$ cat config.mk
export PLATFORM = sky130hd
export DESIGN_NAME = keypad_scanner_flat
export DESIGN_NICKNAME = d
export VERILOG_FILES = /design/src/rtl/keypad_scanner_if.sv /design/src/rtl/keypad_scanner.sv /design/src/flat_wrapper.sv
export SDC_FILE = /design/constraint.sdc
export NUM_CORES = 1
export LEC_CHECK = 0
export BUFFER_PORTS_ARGS = -buffer_cell sky130_fd_sc_hd__buf_2
export CORE_UTILIZATION = 44
export CTS_BUF_LIST = sky130_fd_sc_hd__clkbuf_2 sky130_fd_sc_hd__clkbuf_4 sky130_fd_sc_hd__clkbuf_8
export CTS_CLUSTER_DIAMETER = 30
export DETAILED_ROUTE_END_ITERATION = 8
export PLACE_DENSITY = 0.67
export RECOVER_POWER = 25
export SLEW_MARGIN = 20
export SYNTH_ARGS = -nofsm -noshare
export SYNTH_HDL_FRONTEND = slang
export SYNTH_SLANG_ARGS = --single-unit
$ cat constraint.sdc
create_clock -name clk -period 3.19 [get_ports clk]
set_clock_uncertainty 0.1 [all_clocks]
set_input_delay 0.638 -clock clk [delete_from_list [all_inputs] [get_ports clk]]
set_output_delay 0.638 -clock clk [all_outputs]
set_load 0.02 [all_outputs]
$ cat src/rtl/keypad_scanner_if.sv
// Keypad scanner pin bundle: matrix rows/columns plus the decoded key outputs.
// Master is the scanner; slave is the keypad/consumer side.
interface keypad_scanner_if;
  logic [3:0] row_n;
  logic [2:0] col_n;
  logic [9:0] kbd;
  logic [3:0] key_code;
  logic       key_valid;
  logic       key_strobe;

  modport master (
    output row_n, kbd, key_code, key_valid, key_strobe,
    input  col_n
  );

  modport slave (
    input  row_n, kbd, key_code, key_valid, key_strobe,
    output col_n
  );
endinterface

$ cat src/rtl/keypad_scanner.sv
// 4x3 keypad matrix scanner with scan-level debounce; KEYPAD_REPEAT_EN adds auto-repeat strobes.
// Outputs update one cycle after the DEB_SCANS-th agreeing scan; no backpressure (level outputs + pulse).
module keypad_scanner #(
  parameter int SCAN_DIV     = 4,
  parameter int DEB_SCANS    = 3,
  parameter int REPEAT_SCANS = 8
) (
  input  logic             clk,
  input  logic             resetn,
  keypad_scanner_if.master kp
);
  localparam logic [3:0] KEY_NONE = 4'd15;

  typedef enum logic [1:0] {ROW0, ROW1, ROW2, ROW3} row_e;

  if (SCAN_DIV < 4 || SCAN_DIV > 255) begin : g_bad_scan_div
    $error("keypad_scanner: SCAN_DIV must be 4..255");
  end
  if (DEB_SCANS < 1 || DEB_SCANS > 15) begin : g_bad_deb_scans
    $error("keypad_scanner: DEB_SCANS must be 1..15");
  end
  if (REPEAT_SCANS < 1 || REPEAT_SCANS > 255) begin : g_bad_repeat_scans
    $error("keypad_scanner: REPEAT_SCANS must be 1..255");
  end

  function automatic logic [3:0] key_at(input row_e r, input int c);
    if (r == ROW3) begin
      case (c)
        0:       return 4'd10;
        1:       return 4'd0;
        default: return 4'd11;
      endcase
    end
    return 4'(int'(r) * 3 + c + 1);
  endfunction

  function automatic logic [9:0] onehot(input logic [3:0] k);
    return (k < 4'd10) ? (10'd1 << k) : 10'd0;
  endfunction

  logic [2:0] col_s1_q, col_s1_d, col_s2_q, col_s2_d;
  logic [7:0] div_q, div_d;
  row_e       row_q, row_d;
  logic [1:0] hits_q, hits_d, hits_nx;
  logic [3:0] hit_key_q, hit_key_d, key_nx;
  logic [3:0] cand_q, cand_d, deb_q, deb_d;
  logic [3:0] key_code_q, key_code_d;
  logic [9:0] kbd_q, kbd_d;
  logic       valid_q, valid_d, strobe_q, strobe_d;
  logic       slot_end, scan_end, accept;
  logic [3:0] scan_res;
`ifdef KEYPAD_REPEAT_EN
  logic [7:0] rpt_q, rpt_d;
`endif

  always_comb begin
    col_s1_d   = kp.col_n;
    col_s2_d   = col_s1_q;
    div_d      = div_q;
    row_d      = row_q;
    hits_d     = hits_q;
    hit_key_d  = hit_key_q;
    cand_d     = cand_q;
    deb_d      = deb_q;
    key_code_d = key_code_q;
    kbd_d      = kbd_q;
    valid_d    = valid_q;
    strobe_d   = 1'b0;
    hits_nx    = hits_q;
    key_nx     = hit_key_q;
    scan_res   = KEY_NONE;
`ifdef KEYPAD_REPEAT_EN
    rpt_d      = rpt_q;
`endif

    slot_end = (div_q == 8'(SCAN_DIV - 1));
    scan_end = slot_end && (row_q == ROW3);
    accept   = (deb_q == 4'(DEB_SCANS)) && (cand_q != key_code_q);

    // hits saturates at 2: anything beyond one closed switch is ambiguous
    for (int c = 0; c < 3; c++) begin
      if (!col_s2_q[c]) begin
        if (hits_nx == 2'd0) key_nx = key_at(row_q, c);
        if (hits_nx != 2'd2) hits_nx = hits_nx + 2'd1;
      end
    end

    if (slot_end) begin
      div_d     = '0;
      row_d     = row_e'(row_q + 2'd1);
      hits_d    = hits_nx;
      hit_key_d = key_nx;
    end else begin
      div_d = div_q + 8'd1;
    end

    if (scan_end) begin
      hits_d    = '0;
      hit_key_d = KEY_NONE;
      scan_res  = (hits_nx == 2'd1) ? key_nx : KEY_NONE;
      if (scan_res == cand_q) begin
        if (deb_q != 4'(DEB_SCANS)) deb_d = deb_q + 4'd1;
      end else begin
        cand_d = scan_res;
        deb_d  = 4'd1;
      end
    end

    if (accept) begin
      key_code_d = cand_q;
      kbd_d      = onehot(cand_q);
      valid_d    = (cand_q != KEY_NONE);
      strobe_d   = (cand_q != KEY_NONE);
    end

`ifdef KEYPAD_REPEAT_EN
    if (accept) begin
      rpt_d = '0;
    end else if (scan_end && valid_q) begin
      if (rpt_q == 8'(REPEAT_SCANS - 1)) begin
        rpt_d    = '0;
        strobe_d = 1'b1;
      end else begin
        rpt_d = rpt_q + 8'd1;
      end
    end
`endif
  end

  always_ff @(posedge clk or negedge resetn) begin
    if (!resetn) begin
      col_s1_q   <= 3'b111;
      col_s2_q   <= 3'b111;
      div_q      <= '0;
      row_q      <= ROW0;
      hits_q     <= '0;
      hit_key_q  <= KEY_NONE;
      cand_q     <= KEY_NONE;
      deb_q      <= '0;
      key_code_q <= KEY_NONE;
      kbd_q      <= '0;
      valid_q    <= 1'b0;
      strobe_q   <= 1'b0;
`ifdef KEYPAD_REPEAT_EN
      rpt_q      <= '0;
`endif
    end else begin
      col_s1_q   <= col_s1_d;
      col_s2_q   <= col_s2_d;
      div_q      <= div_d;
      row_q      <= row_d;
      hits_q     <= hits_d;
      hit_key_q  <= hit_key_d;
      cand_q     <= cand_d;
      deb_q      <= deb_d;
      key_code_q <= key_code_d;
      kbd_q      <= kbd_d;
      valid_q    <= valid_d;
      strobe_q   <= strobe_d;
`ifdef KEYPAD_REPEAT_EN
      rpt_q      <= rpt_d;
`endif
    end
  end

  assign kp.row_n      = ~(4'b0001 << row_q);
  assign kp.kbd        = kbd_q;
  assign kp.key_code   = key_code_q;
  assign kp.key_valid  = valid_q;
  assign kp.key_strobe = strobe_q;
endmodule

$ cat src/flat_wrapper.sv
// flat-port wrapper written by rule: the top's interface ports become plain ports
module keypad_scanner_flat 
#(
  parameter int SCAN_DIV     = 4,
  parameter int DEB_SCANS    = 3,
  parameter int REPEAT_SCANS = 8
)
  (clk, resetn, kp_row_n, kp_kbd, kp_key_code, kp_key_valid, kp_key_strobe, kp_col_n);
  keypad_scanner_if kp_i ();
  input  logic clk;
  input  logic resetn;
  output wire logic [$bits(kp_i.row_n)-1:0] kp_row_n;
  output wire logic [$bits(kp_i.kbd)-1:0] kp_kbd;
  output wire logic [$bits(kp_i.key_code)-1:0] kp_key_code;
  output wire logic [$bits(kp_i.key_valid)-1:0] kp_key_valid;
  output wire logic [$bits(kp_i.key_strobe)-1:0] kp_key_strobe;
  input wire logic [$bits(kp_i.col_n)-1:0] kp_col_n;
  assign kp_row_n = kp_i.row_n;
  assign kp_kbd = kp_i.kbd;
  assign kp_key_code = kp_i.key_code;
  assign kp_key_valid = kp_i.key_valid;
  assign kp_key_strobe = kp_i.key_strobe;
  assign kp_i.col_n = kp_col_n;
  keypad_scanner #(.SCAN_DIV(SCAN_DIV), .DEB_SCANS(DEB_SCANS), .REPEAT_SCANS(REPEAT_SCANS)) u_core (.clk(clk), .resetn(resetn), .kp(kp_i));
endmodule
==> flow_metrics.tcl, run 1 <==
set metrics [dict create \
    status "finished with violations" \
    violations "capacitance limit, slew limit" \
    ctsLongestPathBuffers 2 \
    crit_required_ns 3.32 \
    slew-limit-headroom_pct -54.0 \
    synth_cell_types 63 \
    io_buffers 24 \
    timing.fmax_ghz 0.315 \
    overflow 0 \
    tritoncts "done" \
    slowest_delay_ns 0.57 \
    grt_pass1_wl_um 9090 \
    finalPower_mw 1.93 \
    path_buf_inv 1 \
    syn-num-nets 265 \
    die_area_mm2 0.00636 \
    netlist_instances 248 \
    antenna_found_initial 0 \
    startpoint_type "flop" \
    rr_worst_depth 11 \
    utilization_pct 58.4 \
    clock_latency_ns 0.29 \
    ctsHoldBuffers 0 \
    num_io_pins 25 \
    cp_top_family "compound AO/OA/AOI/OAI gates" \
    fin_tns_setup_ns 0 \
    final_nets 309 \
    die_y_um 79.7 \
    cts_buffers 5 \
    htreeDepth 2 \
    clock_sinks 46 \
    cp.arrival_ns 3.30 \
    grt_setup_unrepaired "yes" \
    wl_um 5640 \
    worstPathMaxFanout 6 \
    post-route-period-util_pct 99.4 \
    end_kind "flop" \
    fin_cells 365 \
    area_growth_pct 24.6 \
    worstHoldPathCells 0 \
    hold_viol 0 \
    fin_crit_ns 3.17 \
    ys_seq_area_share_pct 44.1 \
    syn_area_mm2 0.00266 \
    crit_top_cell "a21oi_4" \
    pwr_density_cell_mw_per_mm2 582 \
    std_cell_rows 27 \
    tightest_slew_ns 2.31 \
    hpwl_um 3760 \
    worstPathCellList "buf_6, mux2i_4, ha_4, nor2_4, a21oi_4, o221a_4, or3_4, o32ai_4, a21oi_4, o21ai_4, mux2_4" \
    place_inst 354 \
    grt_pass1_vias 1951 \
    via_per_inst 5.53 \
    root_buffer "clkbuf_8" \
    cts.clk_slew.worst_paths_ns 0.09 \
    track_usage_pct 18.2 \
    antenna_cells 0 \
    cp.depth 11 \
    grt_max_degree 44 \
    gp_congestion 0.834 \
    synth-async-reset-ratio_pct 100 \
    dieWidth_um 79.7 \
    drc 0 \
    synthFlopType "dfrtp_1" \
    maxSlewViolCount 44 \
    drv_cap 1 \
    final_layout_size_suffix_gt1_share_pct 41.6 \
    critPathSlowestCell "dfstp_2" \
    setup_violations 0 \
    vias 2019 \
    core_mm2 0.00568 \
    wl_per_cell_um 15.5 \
    synth_warnings 0 \
    worstSetupPathType "reg2reg" \
    firstDrtPassIters 4 \
    avgSynthCellArea_um2 10.7 \
    power_leakage_nw 1.43 \
    drtIter0Drc 104 \
    vdd_ir_drop_max_v 0.000415 \
    postRouteAntennaNets 0 \
    initial_core_util_pct 46.8 \
    synth_edf_count 0 \
    ys_seq_elements 46 \
    hold_class "reg2reg" \
]
area by class of cell:
type                            instances  area, um^2
Fill cell                             462        2360
Multi-Input combinational cell        179        1550
Sequential cell                        46        1170
Timing Repair Buffer                   48         315
Tap cell                               72        90.1
Clock buffer                            5        68.8
Clock inverter                          3        68.8
Inverter                               12        45.0
Yosys cell counts (all sizes together), types with 3 or more instances:
| cell | count | share of area [%] |
|---|---|---|
| nor3 | 6 | 1.3 |
| dfrtp | 28 | 26 |
| mux2 | 11 | 5.2 |
| o31ai | 6 | 1.7 |
| nand2b | 5 | 1.5 |
| xor2 | 5 | 1.6 |
| o21ai | 9 | 2.1 |
| a211oi | 4 | 1.3 |
| nand4 | 3 | 0.71 |
| o41ai | 7 | 2.3 |
| buf | 3 | 1.1 |
| nor4 | 4 | 1.2 |
| a21o | 4 | 1.1 |
| inv | 12 | 1.7 |
| nor2b | 3 | 0.71 |
| xnor2 | 7 | 2.3 |
| ha | 12 | 5.6 |
| and3 | 3 | 0.71 |
| o211ai | 4 | 1.1 |
| clkbuf | 8 | 1.1 |
| dfstp | 18 | 18 |
| a21oi | 9 | 2.3 |
| mux2i | 3 | 1.6 |
| nand2 | 26 | 3.7 |
| nand3 | 7 | 1.3 |
| nor2 | 15 | 2.5 |
worst paths after layout:
check,start,to,slack [ns]
worst min-delay path,u_core.col_s1_q[0],u_core.col_s2_q[0],0.26
worst max-delay path,u_core.col_s2_q[0],u_core.cand_q[2],0.02
worst min register to register,u_core.col_s1_q[0],u_core.col_s2_q[0],0.26
min in group asynchronous,resetn,u_core.row_q[0],0.92
worst max register to register,u_core.col_s2_q[0],u_core.cand_q[2],0.02
max in group asynchronous,resetn,u_core.row_q[1],0.73
metrics by stage:
stage	hold slack, ns	cell area, um^2	worst slack [ns]
after CTS	0.261	3140	0.00336
after floorplan	0.242	2660	0.0229
after detailed placement	0.247	2990	0.0115
after global routing	0.268	3310	-0.0853
final	0.257	3310	0.0201
after global placement	0.246	2990	0.0619
what timing repair did:
| action | in CTS | in global routing |
|---|---|---|
| gates resized for setup | 2 | 28 |
| endpoints found under the setup margin | 5 | 8 |
| endpoints found under the hold margin | 0 | 0 |
| pin swaps | 1 | 7 |
| buffers inserted | 0 | 3 |
layout by cell type, fill, tap and decap left out, types with 8 or more instances in the layout:
master   count
nor2_1      12
dfrtp_1     28
buf_4       22
nand2_1     26
dfstp_2     18
ha_1         9
inv_1        9
buf_2       23
o21ai_0      8
flip-flops by register name, summed over array words and instances (netlist names):
name	count
u_core.deb_q	4
u_core.kp.key_strobe	1
u_core.hits_q	2
u_core.kp.key_valid	1
u_core.hit_key_q	4
u_core.col_s1_q	3
u_core.div_q	8
u_core.cand_q	4
u_core.kp.kbd	10
u_core.col_s2_q	3
u_core.kp.key_code	4
u_core.row_q	2
where the power goes:
group | internal, mW | leakage, nW | switching (mW)
sequential | 0.688 | 0.571 | 0.116
combinational | 0.267 | 0.787 | 0.341
clock | 0.314 | 0.0683 | 0.202
total | 1.27 | 1.43 | 0.659
layer usage:
layer / vias to the layer above / part of all wire [%] / GRT usage [%]
met5: - / 0 / 0
met4: 0 / 0.51 / 5.18
met3: 4 / 3.5 / 3.31
met2: 27 / 47 / 28.6
met1: 992 / 49 / 25.6
li1: 996 / - / -
logic make-up (layout without fill, tap and decap cells):
kind of cell	Yosys count	count (layout)	synth area share [%]
adders and majority gates	12	12	5.65
and+or+nand+nor	81	81	16.8
xor gates and xnor gates	12	12	3.95
muxes	14	14	6.82
buffers and inverters	23	68	3.95
AOI/OAI and AO/OA	60	60	18.7
DFF	46	46	44.1
worst reg2reg max path: stages, from the launching register on:
cell and delay [ns]:
dfstp_2 0.57, buf_6 0.12, mux2i_4 0.26, ha_4 0.24, nor2_4 0.14, a21oi_4 0.07, o221a_4 0.29, or3_4 0.34
o32ai_4 0.29, a21oi_4 0.11, o21ai_4 0.25, mux2_4 0.32
No activity file was read; power rests on OpenSTA's default activity.
==> run 2: changes to the inputs <==
Settings changed: CORE_MARGIN from default to 5, REMOVE_ABC_BUFFERS from default to 1.
==> run 2 against run 1 <==
  * The flow still finishes with violations (capacitance limit, slew limit)
  * First-iteration DRC count fell by 2.9%
  * Routed wire length fell by 4.0%
  * Die area rose by 21%
  * Global-route usage fell by 2.8 points
  * Total power fell by 0.55%
  * Hold slack improved by 0.0036 ns
  * Clock power rose by 2%
  * Setup slack got worse by 0.020 ns
  * Flip-flop and latch count did not move
  * Sequential share of layout area rose by 0.63 points
  * Critical path type unchanged
  * Critical endpoint is now u_core.cand_q[0]
==> flow_metrics.tcl, run 2 (same netlist as run 1, synthesis figures left out) <==
set metrics [dict create \
    hold_viol 0 \
    utilization_pct 55.3 \
    vdd_ir_drop_max_v 0.000388 \
    dieWidth_um 87.7 \
    cp.arrival_ns 3.32 \
    status "finished with violations" \
    grt_pass1_wl_um 9400 \
    ctsHoldBuffers 0 \
    post-route-period-util_pct 100 \
    final_cell_mix "dfrtp_1 (28), nand2_1 (26), buf_2 (23)" \
    drtIter0Drc 101 \
    place_area_mm2 0.00296 \
    overflow 0 \
    finalPower_mw 1.92 \
    end_kind "flop" \
    track_usage_pct 15.5 \
    power_frac_seq_pct 41.9 \
    die_y_um 87.7 \
    layout_setup_ws_ns 0.000286 \
    netSwitchingPower_uw 631 \
    antenna_cells 0 \
    vias 2001 \
    final_layout_size_suffix_gt1_share_pct 38.4 \
    fin_area_mm2 0.00325 \
    fin_tns_setup_ns 0 \
    io_buffers 24 \
    maxSlewViolCount 47 \
    root_buffer "clkbuf_8" \
    clock_latency_ns 0.30 \
    switching_share_pct 32.9 \
    tightest_slew_ns 2.36 \
    area_growth_pct 22.4 \
    drc 0 \
    pwr-share-comb_pct 30.7 \
    grt_pass1_vias 1969 \
    grt_setup_unrepaired "yes" \
    ctsLongestPathBuffers 2 \
    dp_slack_ns -0.0765 \
    startpoint_type "flop" \
    wl_per_cell_um 14.7 \
    largest_reg_flops 10 \
    pwr_density_cell_mw_per_mm2 589 \
    violations "capacitance limit, slew limit" \
    fin_crit_ns 3.19 \
    cts.clk_slew.worst_paths_ns 0.08 \
    std_cell_rows 28 \
    hpwl_um 3750 \
    place_inst 355 \
    p_int_mw 1.29 \
    hold_slack_ns 0.261 \
    num_io_pins 25 \
    htreeDepth 2 \
    wl_um 5410 \
    pwr-share-clk_pct 27.5 \
    hold_class "reg2reg" \
    initial_core_util_pct 45.2 \
    final_common_cell "dfrtp_1" \
    reg2reg_slack_ns 0.0003 \
    worstPathMaxFanout 5 \
    drv_cap 1 \
    core_mm2 0.00589 \
    crit_required_ns 3.32 \
    firstDrtPassIters 4 \
    final_nets 308 \
    tritoncts "done" \
    slew-limit-headroom_pct -57.6 \
    timing.fmax_ghz 0.314 \
    via_per_inst 5.45 \
    setup_violations 0 \
    clock_sinks 46 \
    worstSetupPathType "reg2reg" \
    power_leakage_nw 1.41 \
    grt_max_degree 47 \
    cts_buffers 5 \
    gp_congestion 0.802 \
    postRouteAntennaNets 0 \
    fin_cells 367 \
    die_area_mm2 0.00770 \
    n_fill_cell 510 \
    antenna_found_initial 0 \
]
-- run 2: cell types whose count changed in the layout (fill, tap and decap cells not counted), sizes merged --
cell	delta
a21oi	+1
a41oi	+1
clkbuf	+1
clkinv	-1
buf	-3
-- run 2: area by class of cell --
class	instances	area [um^2]	area share, %
clock inverter	2	60.1	1.85
clock buffer	6	82.6	2.54
sequential	46	1170	36.1
timing repair buffer	45	284	8.73
multi-input combinational	181	1520	46.6
inverter	12	45.0	1.38
tap	75	93.8	2.88
-- run 2: repair_timing --
action	4_1_cts	5_1_grt
resized for setup	10	10
endpoints found under the setup margin	6	8
pin swaps	5	9
gates cloned	1	1
setup buffers	1	1
-- run 2: path summary, 6_finish.rpt --
kind / from / endpoint / cells after the start
max in group asynchronous: resetn / u_core.hits_q[1] / 1
setup / recovery: u_core.col_s2_q[0] / u_core.cand_q[0] / 11
hold / removal: u_core.col_s1_q[1] / u_core.col_s2_q[1] / 0
setup reg to reg: u_core.col_s2_q[0] / u_core.cand_q[0] / 11
min in group asynchronous: resetn / u_core.kp.kbd[2] / 1
hold reg to reg: u_core.col_s1_q[1] / u_core.col_s2_q[1] / 0
-- run 2: layer usage --
metal	wire length [um]	track usage, %	part of all wire [%]	up-vias
li1	-	-	-	997
met1	2570	20.6	47	953
met2	2500	25.3	46	43
met3	272	2.82	5.0	8
met4	69	5.02	1.3	0
met5	0	0	0	-
-- run 2: worst max-delay path, cell delays in order (launching register included) --
cell and delay, ns:
dfstp_2 0.57, buf_6 0.12, mux2i_4 0.25, ha_4 0.23, nor2_4 0.14, a21oi_4 0.07, o221a_4 0.31, or3_4 0.34
o32ai_4 0.31, a21oi_4 0.12, o21ai_4 0.24, mux2_4 0.32
-- run 2: power groups by stage --
stage | clock network (mW) | logic (mW) | registers, mW
finish | 0.526 | 0.589 | 0.803
CTS | 0.542 | 0.582 | 0.803
global route | 0.568 | 0.648 | 0.818
global placement | 0 | 0.554 | 0.806
detailed placement | 0 | 0.565 | 0.812
floorplan | 0 | 0.340 | 0.830
